===== config.mk =====
export PLATFORM = sky130hd
export DESIGN_NAME = timer_display_conv
export DESIGN_NICKNAME = d
export VERILOG_FILES = /design/src/rtl/timer_display_conv.sv
export SDC_FILE = /design/constraint.sdc
export NUM_CORES = 1
export LEC_CHECK = 0
export ABC_AREA = 1
export BUFFER_PORTS_ARGS = -buffer_cell sky130_fd_sc_hd__buf_2
export CORE_MARGIN = 2
export CORE_UTILIZATION = 37
export DETAILED_ROUTE_END_ITERATION = 8
export SYNTH_ARGS = -nofsm -noshare
export SYNTH_HDL_FRONTEND = slang
export SYNTH_SLANG_ARGS = --single-unit

===== constraint.sdc =====
create_clock -name clk -period 2.9 [get_ports clk]
set_input_delay 0.435 -clock clk [delete_from_list [all_inputs] [get_ports clk]]
set_output_delay 0.435 -clock clk [all_outputs]
set_load 0.05 [all_outputs]

===== src/rtl/timer_display_conv.sv =====
// rtl/timer_display_conv.sv - binary seconds to BCD days/hours/minutes/seconds, sequential divide + double-dabble
// Optional macro TDISP_ZERO_BLANK_EN: leading zero day digits are output as 4'hF.
module timer_display_conv #(
    parameter int IN_W       = 28,
    parameter int AUTO_START = 0
) (
    input  logic            clk,
    input  logic            reset,
    input  logic [IN_W-1:0] t_in,
    input  logic            start,
    output logic            busy,
    output logic            valid,
    output logic [15:0]     day_bcd,
    output logic [7:0]      hr_bcd,
    output logic [7:0]      min_bcd,
    output logic [7:0]      sec_bcd
);

    typedef enum logic [2:0] {IDLE, DAY, HOUR, MIN, BCD, DONE} state_t;

    state_t      state, state_next;
    logic [4:0]  cnt;
    logic [27:0] t_ext, last_acc, dvd;
    logic [16:0] rem;
    logic [11:0] day_q;
    logic [4:0]  hr_q;
    logic [5:0]  min_q, sec_q;
    logic [27:0] dd_day;
    logic [19:0] dd_hr, dd_min, dd_sec;

    logic        auto_req, accept, ge;
    logic [17:0] divisor, rs;
    logic [16:0] rem_next;
    logic [27:0] dvd_next;
    logic [27:0] dd_day_step;
    logic [19:0] dd_hr_step, dd_min_step, dd_sec_step;
    logic [15:0] day_disp;

    // One double-dabble step on a {16-bit BCD, 12-bit binary} field.
    function automatic logic [27:0] dd_step(input logic [27:0] v);
        logic [27:0] a;
        a = v;
        for (int i = 0; i < 4; i++) begin
            if (a[12+4*i +: 4] >= 4'd5)
                a[12+4*i +: 4] = a[12+4*i +: 4] + 4'd3;
        end
        return {a[26:0], 1'b0};
    endfunction

`ifdef TDISP_ZERO_BLANK_EN
    function automatic logic [15:0] blank_day(input logic [15:0] d);
        logic [15:0] r;
        r = d;
        if (d[15:12] == 4'd0) r[15:12] = 4'hF;
        if (d[15:8] == 8'd0)  r[11:8]  = 4'hF;
        if (d[15:4] == 12'd0) r[7:4]   = 4'hF;
        return r;
    endfunction
`endif

    assign t_ext    = 28'(t_in);
    assign auto_req = (AUTO_START != 0) && (t_ext != last_acc);
    assign accept   = ((state == IDLE) || (state == DONE)) && (start || auto_req);

    // Shared restoring divider: dividend shifts out MSB-first, quotient bits shift in at the LSB.
    always_comb begin
        divisor = 18'd60;
        case (state)
            DAY:     divisor = 18'd86400;
            HOUR:    divisor = 18'd3600;
            default: divisor = 18'd60;
        endcase
    end

    assign rs       = {rem, dvd[27]};
    assign ge       = (rs >= divisor);
    assign rem_next = ge ? 17'(rs - divisor) : rs[16:0];
    assign dvd_next = {dvd[26:0], ge};

    assign dd_day_step = dd_step(dd_day);
    assign dd_hr_step  = 20'(dd_step({8'd0, dd_hr}));
    assign dd_min_step = 20'(dd_step({8'd0, dd_min}));
    assign dd_sec_step = 20'(dd_step({8'd0, dd_sec}));

`ifdef TDISP_ZERO_BLANK_EN
    assign day_disp = blank_day(dd_day_step[27:12]);
`else
    assign day_disp = dd_day_step[27:12];
`endif

    always_ff @(posedge clk or negedge reset) begin
        if (!reset) state <= IDLE;
        else        state <= state_next;
    end

    // DONE doubles as an idle slot so a held start gives one result every 71 cycles.
    always_comb begin
        state_next = state;
        case (state)
            IDLE:    if (accept) state_next = DAY;
            DONE:    state_next = accept ? DAY : IDLE;
            DAY:     if (cnt == 5'd0) state_next = HOUR;
            HOUR:    if (cnt == 5'd0) state_next = MIN;
            MIN:     if (cnt == 5'd0) state_next = BCD;
            BCD:     if (cnt == 5'd0) state_next = DONE;
            default: state_next = IDLE;
        endcase
    end

    always_ff @(posedge clk or negedge reset) begin
        if (!reset) begin
            busy     <= 1'b0;
            valid    <= 1'b0;
            day_bcd  <= 16'd0;
            hr_bcd   <= 8'd0;
            min_bcd  <= 8'd0;
            sec_bcd  <= 8'd0;
            cnt      <= 5'd0;
            last_acc <= 28'd0;
            dvd      <= 28'd0;
            rem      <= 17'd0;
            day_q    <= 12'd0;
            hr_q     <= 5'd0;
            min_q    <= 6'd0;
            sec_q    <= 6'd0;
            dd_day   <= 28'd0;
            dd_hr    <= 20'd0;
            dd_min   <= 20'd0;
            dd_sec   <= 20'd0;
        end else begin
            valid <= 1'b0;
            case (state)
                IDLE, DONE: begin
                    if (accept) begin
                        dvd      <= t_ext;
                        last_acc <= t_ext;
                        rem      <= 17'd0;
                        cnt      <= 5'd27;
                        busy     <= 1'b1;
                    end
                end
                DAY: begin
                    dvd <= dvd_next;
                    rem <= rem_next;
                    cnt <= cnt - 5'd1;
                    if (cnt == 5'd0) begin
                        day_q <= dvd_next[11:0];
                        dvd   <= {rem_next, 11'd0};
                        rem   <= 17'd0;
                        cnt   <= 5'd16;
                    end
                end
                HOUR: begin
                    dvd <= dvd_next;
                    rem <= rem_next;
                    cnt <= cnt - 5'd1;
                    if (cnt == 5'd0) begin
                        hr_q <= dvd_next[4:0];
                        dvd  <= {rem_next[11:0], 16'd0};
                        rem  <= 17'd0;
                        cnt  <= 5'd11;
                    end
                end
                MIN: begin
                    dvd <= dvd_next;
                    rem <= rem_next;
                    cnt <= cnt - 5'd1;
                    if (cnt == 5'd0) begin
                        min_q <= dvd_next[5:0];
                        sec_q <= rem_next[5:0];
                        cnt   <= 5'd12;
                    end
                end
                BCD: begin
                    cnt <= cnt - 5'd1;
                    if (cnt == 5'd12) begin
                        // first BCD cycle loads the four binary fields
                        dd_day <= {16'd0, day_q};
                        dd_hr  <= {8'd0, 7'd0, hr_q};
                        dd_min <= {8'd0, 6'd0, min_q};
                        dd_sec <= {8'd0, 6'd0, sec_q};
                    end else begin
                        dd_day <= dd_day_step;
                        dd_hr  <= dd_hr_step;
                        dd_min <= dd_min_step;
                        dd_sec <= dd_sec_step;
                    end
                    if (cnt == 5'd0) begin
                        day_bcd <= day_disp;
                        hr_bcd  <= dd_hr_step[19:12];
                        min_bcd <= dd_min_step[19:12];
                        sec_bcd <= dd_sec_step[19:12];
                        valid   <= 1'b1;
                        busy    <= 1'b0;
                    end
                end
                default: ;
            endcase
        end
    end

endmodule


== Word level (Yosys, flattened, before mapping) ==
Index checks and enable logic that the tools add are counted.

* Register bits: 212
* Bits in latches: 0
* Memory bits (writable): 0
* Bits in read-only memories: 0
* Input port bits: 31
* Word-level logic and storage cells: 112
* Memories: 0

* $add $sub $neg: 12
* $mul: 0
* Divide/modulo/power cells: 0
* Order comparisons: 11
* Equality and inequality tests: 12
* Shifts and indexed selects: 0
* Mux-type cells: 40
* Bitwise gates (word level): 0
* Reductions and logical operators: 19

{| class="wikitable"
|+ Operator list
! cell !! number
|-
| $mux 28 || 4
|-
| $pmux 28 s4 || 1
|-
| $mux 20 || 3
|-
| $mux 17 || 3
|-
| $pmux 17 s3 || 1
|-
| $ge 4x3->1 const B || 10
|-
| $pmux 17 s2 || 1
|-
| $mux 3 || 9
|-
| $pmux 5 s5 || 1
|-
| $add 4x2->4 const B || 6
|-
| $mux 4 || 6
|-
| $mux 5 || 4
|-
| $ge 18x17->1 || 1
|-
| $pmux 3 s6 || 1
|-
| $sub 17x17->17 || 1
|-
| $reduce_and 2->1 || 7
|-
| $add 3x2->3 const B || 4
|-
| $ne 2x2->1 const B || 6
|-
| $eq 3x2->1 const B || 2
|-
| $eq 3x3->1 const B || 2
|-
| $eq 5x4->1 const B || 1
|-
| $logic_not 5->1 || 1
|-
| $mux 1 || 5
|-
| $reduce_and 5->1 || 1
|-
| 12 further kinds || 13
|}

== Depth between registers and ports, before layout ==
* Depth in word-level cells: 6
* Mapped depth: 19
* Mapped depth without buffers: 18

== Least setup slack after synthesis ==
OpenSTA, ideal clock, no wires.

* Path type: register -> register
* Start point: reg state[1]
* End point: reg dvd[21]
* Arrival time: 2441 ps
* Slack: 342 ps
* Stages on the path, launching flop included: 19
* Path buffers: 2
* Period minus slack after synthesis: 2558 ps
* Path through: dfrtp_1 inv_2 nand3_4 inv_1 buf_2 ha_1 nand3_1 nand2_1 nand3_1 nand3_1 nand2_1 nand2_4 buf_8 nand2_1 nand3_1 nand3_1 nand3_1 nor2_1 nor2_1

* Longest elaborated chain between the ends: 6
* Elaborated cells on any way between the ends: 18
* Classes of those cells: add/sub: 1; order compare: 1; eq/ne: 5; mux: 5; reduce/logical: 6

{| class="wikitable"
|+ RTL lines
! item !! RTL line !! text
|-
| start: declaration || 21 || <nowiki>state_t state, state_next;</nowiki>
|-
| start signal: assignment || 93 || <nowiki>else state <= state_next;</nowiki>
|-
| $eq 3x2->1 / $eq 3x1->1 (equally long branches) || 68, 132 ||
|-
| $pmux 17 s2 || 68 || <nowiki>case (state)</nowiki>
|-
| $sub 17x17->17 / $ge 18x17->1 (equally long branches) || 77, 76 ||
|-
| $mux 17 || 77 || <nowiki>assign rem_next = ge ? 17'(rs - divisor) : rs[16:0];</nowiki>
|-
| $mux 28 (on tied branches) || 157, 146 ||
|-
| $pmux 28 s4 || 132 || <nowiki>case (state)</nowiki>
|-
| end signal: assignment || 135 || <nowiki>dvd <= t_ext;</nowiki>
|-
| end signal: assignment || 159 || <nowiki>dvd <= {rem_next[11:0], 16'd0};</nowiki>
|-
| end signal: assignment || 165 || <nowiki>dvd <= dvd_next;</nowiki>
|-
| end: declaration || 23 || <nowiki>logic [27:0] t_ext, last_acc, dvd;</nowiki>
|}

Several ways; a longest one is shown, not always the timed one.
A chain may end at the register's enable or synchronous reset.

== Worst setup path after layout ==
* Start point: reg state[2]
* End point: reg dvd[23]

The elaborated chain is that of the path after synthesis.

==> results.yml <==
power_and_ir_drop:
  pwr-share-seq_pct: 30.5
  power_switching_mw: 5.24
  p_leak_nw: 5.94
  power_density_nw_per_um2: 998
  combPwrFrac_pct: 44.4
  peakVddDrop_uv: 517
  swShare_pct: 41.4
  total_power_mw: 12.7
  clkPwrFrac_pct: 25.1
  internal_power_mw: 7.43
drt:
  wl_per_cell_um: 14.8
  routed_wl_um: 26500
  antenna_left: 0
  firstDrtPassIters: 5
  vias: 8977
  via_per_inst: 5.03
  drcViolationCount: 0
  drtIter0Drc: 679
clock_network:
  cts_tree: "built"
  htree_num_levels: 1
  numCtsBuffers: 24
  clk_pin_slew_ps: 60
  cts_root_buf: "clkbuf_16"
  insertion_delay_ps: 520
  clockBufferDepth: 3
  cts.sink_count: 212
final_layout:
  nNetsFinal: 1448
  instances_no_fill: 1784
  drive_gt1_share_pct: 15.6
  synthToLayoutAreaGrowth_pct: 18.7
  fillers: 2854
  antenna_cells: 0
  final_util_pct: 44.4
synthesis:
  mappedNetlistNets: 1366
  async_flop_share_pct: 100
  synth_cell_types: 44
  syn_inst: 1301
  synth_commonest_cells: "nand2_1 (243), dfrtp_1 (212), inv_1 (176), o21ai_0 (159), nor2_1 (87)"
  synth_most_common_cell: "nand2_1"
  ys_seq_area_share_pct: 49.6
  netlist_area_um2: 10700
  ys_ff_latch: 212
  yosys_warnings: 0
  yosys.area.top_type: "dfrtp_1"
  synth_ff_type: "dfrtp_1"
  synth_top_area_share_pct: 49.6
  syn_area_per_cell_um2: 8.23
  synth_edf_count: 0
  netlist_top_cells_area: "dfrtp_1 (50%), nand2_1 (8.5%), o21ai_0 (7.4%)"
placed_design:
  dp_worst_setup_slack_ps: 53.1
  io_buffers: 72
  dp_hpwl_um: 18200
  dp_cells: 1729
  gp_congestion: 0.925
critical_path:
  worstSetupPathType: "reg2reg"
  critPathMaxFanout: 13
  rrSetupSlack_ps: 140
  worstPathRequired_ps: 3340
  critPathCaptureType: "register"
  critPathLaunchType: "register"
  arrival_ps: 3200
floorplanning:
  dieArea_um2: 30300
  core_area_um2: 28600
  num_rows: 62
  die_h_um: 174
  ios: 73
  start_util_pct: 37.4
  die_w_um: 174
timing:
  worstMarginPinSlew_ps: 655
  skew_ps: 12.7
  relSlewSlack_pct: 56.3
  fin_crit_ps: 2760
  setup_viol: 0
  setup_slack_ps: 140
  fmax_mhz: 362
  finalMaxSlewViolations: 0
  final.period_utilization_pct: 95.2
  final_hold_viol_count: 0
global_route:
  grt_use_total_pct: 17.6
  grt_max_degree: 98
  grt_pass1_wl_um: 44800
  antenna_found_initial: 0
  grt_pass1_vias: 8839
  overflow: 0
hold_path:
  hold_class: "in2reg"
job:
  max_cap_viol_count: 0
status:
  status: "finished, final reports clean"
-- registers in the layout (all words and copies together), names as in the netlist --
signal / count
dd_min: 20
min_q: 6
min_bcd: 8
sec_bcd: 8
valid: 1
hr_q: 5
day_bcd: 16
state: 3
day_q: 12
dd_sec: 20
dd_day: 28
cnt: 5
sec_q: 6
hr_bcd: 8
dvd: 28
busy: 1
rem: 17
dd_hr: 20
-- metrics by stage --
stage	area (um^2)	setup TNS [ps]	hold WS (ps)
final	12700	0	147
after global routing	12700	-27.6	133
after CTS	12400	0	122
after detailed placement	11600	0	457
after global placement	11600	0	459
after floorplan	10700	0	139
-- final timing paths --
path,cells past startpoint,to,start
max in group asynchronous,3,min_q[5]$_DFFE_PN0P_,reset
worst max register to register,16,dvd[23]$_DFFE_PN0P_,state[2]$_DFFE_PN0P_
worst min-delay path,3,dvd[13]$_DFFE_PN0P_,t_in[13]
min in group asynchronous,2,min_bcd[0]$_DFFE_PN0P_,reset
worst min register to register,2,hr_q[1]$_DFFE_PN0P_,hr_q[1]$_DFFE_PN0P_
worst max-delay path,16,dvd[23]$_DFFE_PN0P_,state[2]$_DFFE_PN0P_
-- layout by cell type, fill, tap and decap left out, types with 36 or more instances in the layout --
cell	Yosys	final
nor2_1	87	85
inv_1	176	175
nand2_1	243	237
buf_2	11	71
dfrtp_1	212	211
o21ai_0	159	159
nand3_1	80	71
a21oi_1	77	76
o22ai_1	61	61
buf_4	1	36
-- what timing repair did --
action,in CTS,in global routing
resized for setup,0,35
endpoints found under the hold margin,71,0
endpoints found under the setup margin,0,28
setup buffers,0,11
hold buffers,1,0
-- kinds of logic (layout without fill, tap and decap cells) --
logic type               after synthesis  count (layout)  share of synthesized area, %
AND/OR/NAND/NOR                      449             450                          18.0
AO/OA/AOI/OAI                        345             345                          18.1
XOR/XNOR                              19              19                          1.55
flip-flops                           212             212                          49.6
buffers and inverters                242             340                          8.76
adder cells (fa/ha/maj)               34              34                          4.04
-- worst max-delay path, cell delays in order, from the launching register on --
cell	delay, ps
dfrtp_2	450
inv_2	100
nand3_4	220
nand2_4	170
ha_2	330
nand2_2	120
nor2_2	60
nand3_2	90
nor2_4	50
nor2_4	340
nand2_8	130
buf_4	160
nand3_1	100
nand3_1	110
nand3_1	90
nand2_1	60
a21oi_1	110
-- metal layers --
metal | vias to the layer above | GRT usage, % | share of wire [%]
li1 | 4483 | - | -
met1 | 4224 | 26.4 | 50
met2 | 224 | 27.4 | 44
met3 | 46 | 2.43 | 4.9
met4 | 0 | 3.54 | 1.9
met5 | - | 0 | 0
-- area by class of cell --
type / count / area [um^2] / share of cell area [%]
sequential: 212 / 5310 / 41.8
clock inverter: 11 / 148 / 1.16
multi-input combinational: 848 / 4650 / 36.6
clock buffer: 32 / 691 / 5.44
timing repair buffer: 114 / 733 / 5.77
inverter: 183 / 689 / 5.43
tap: 384 / 480 / 3.78
-- power groups by stage --
stage                     logic [mW]  clock network, mW  registers [mW]
after floorplan                 3.74                  0            3.80
final                           5.63               3.17            3.87
after detailed placement        5.12                  0            3.89
after CTS                       5.15               3.25            3.84
after global routing            6.39               3.39            3.93
after global placement          5.13                  0            3.89
No activity file was read; power rests on OpenSTA's default activity.
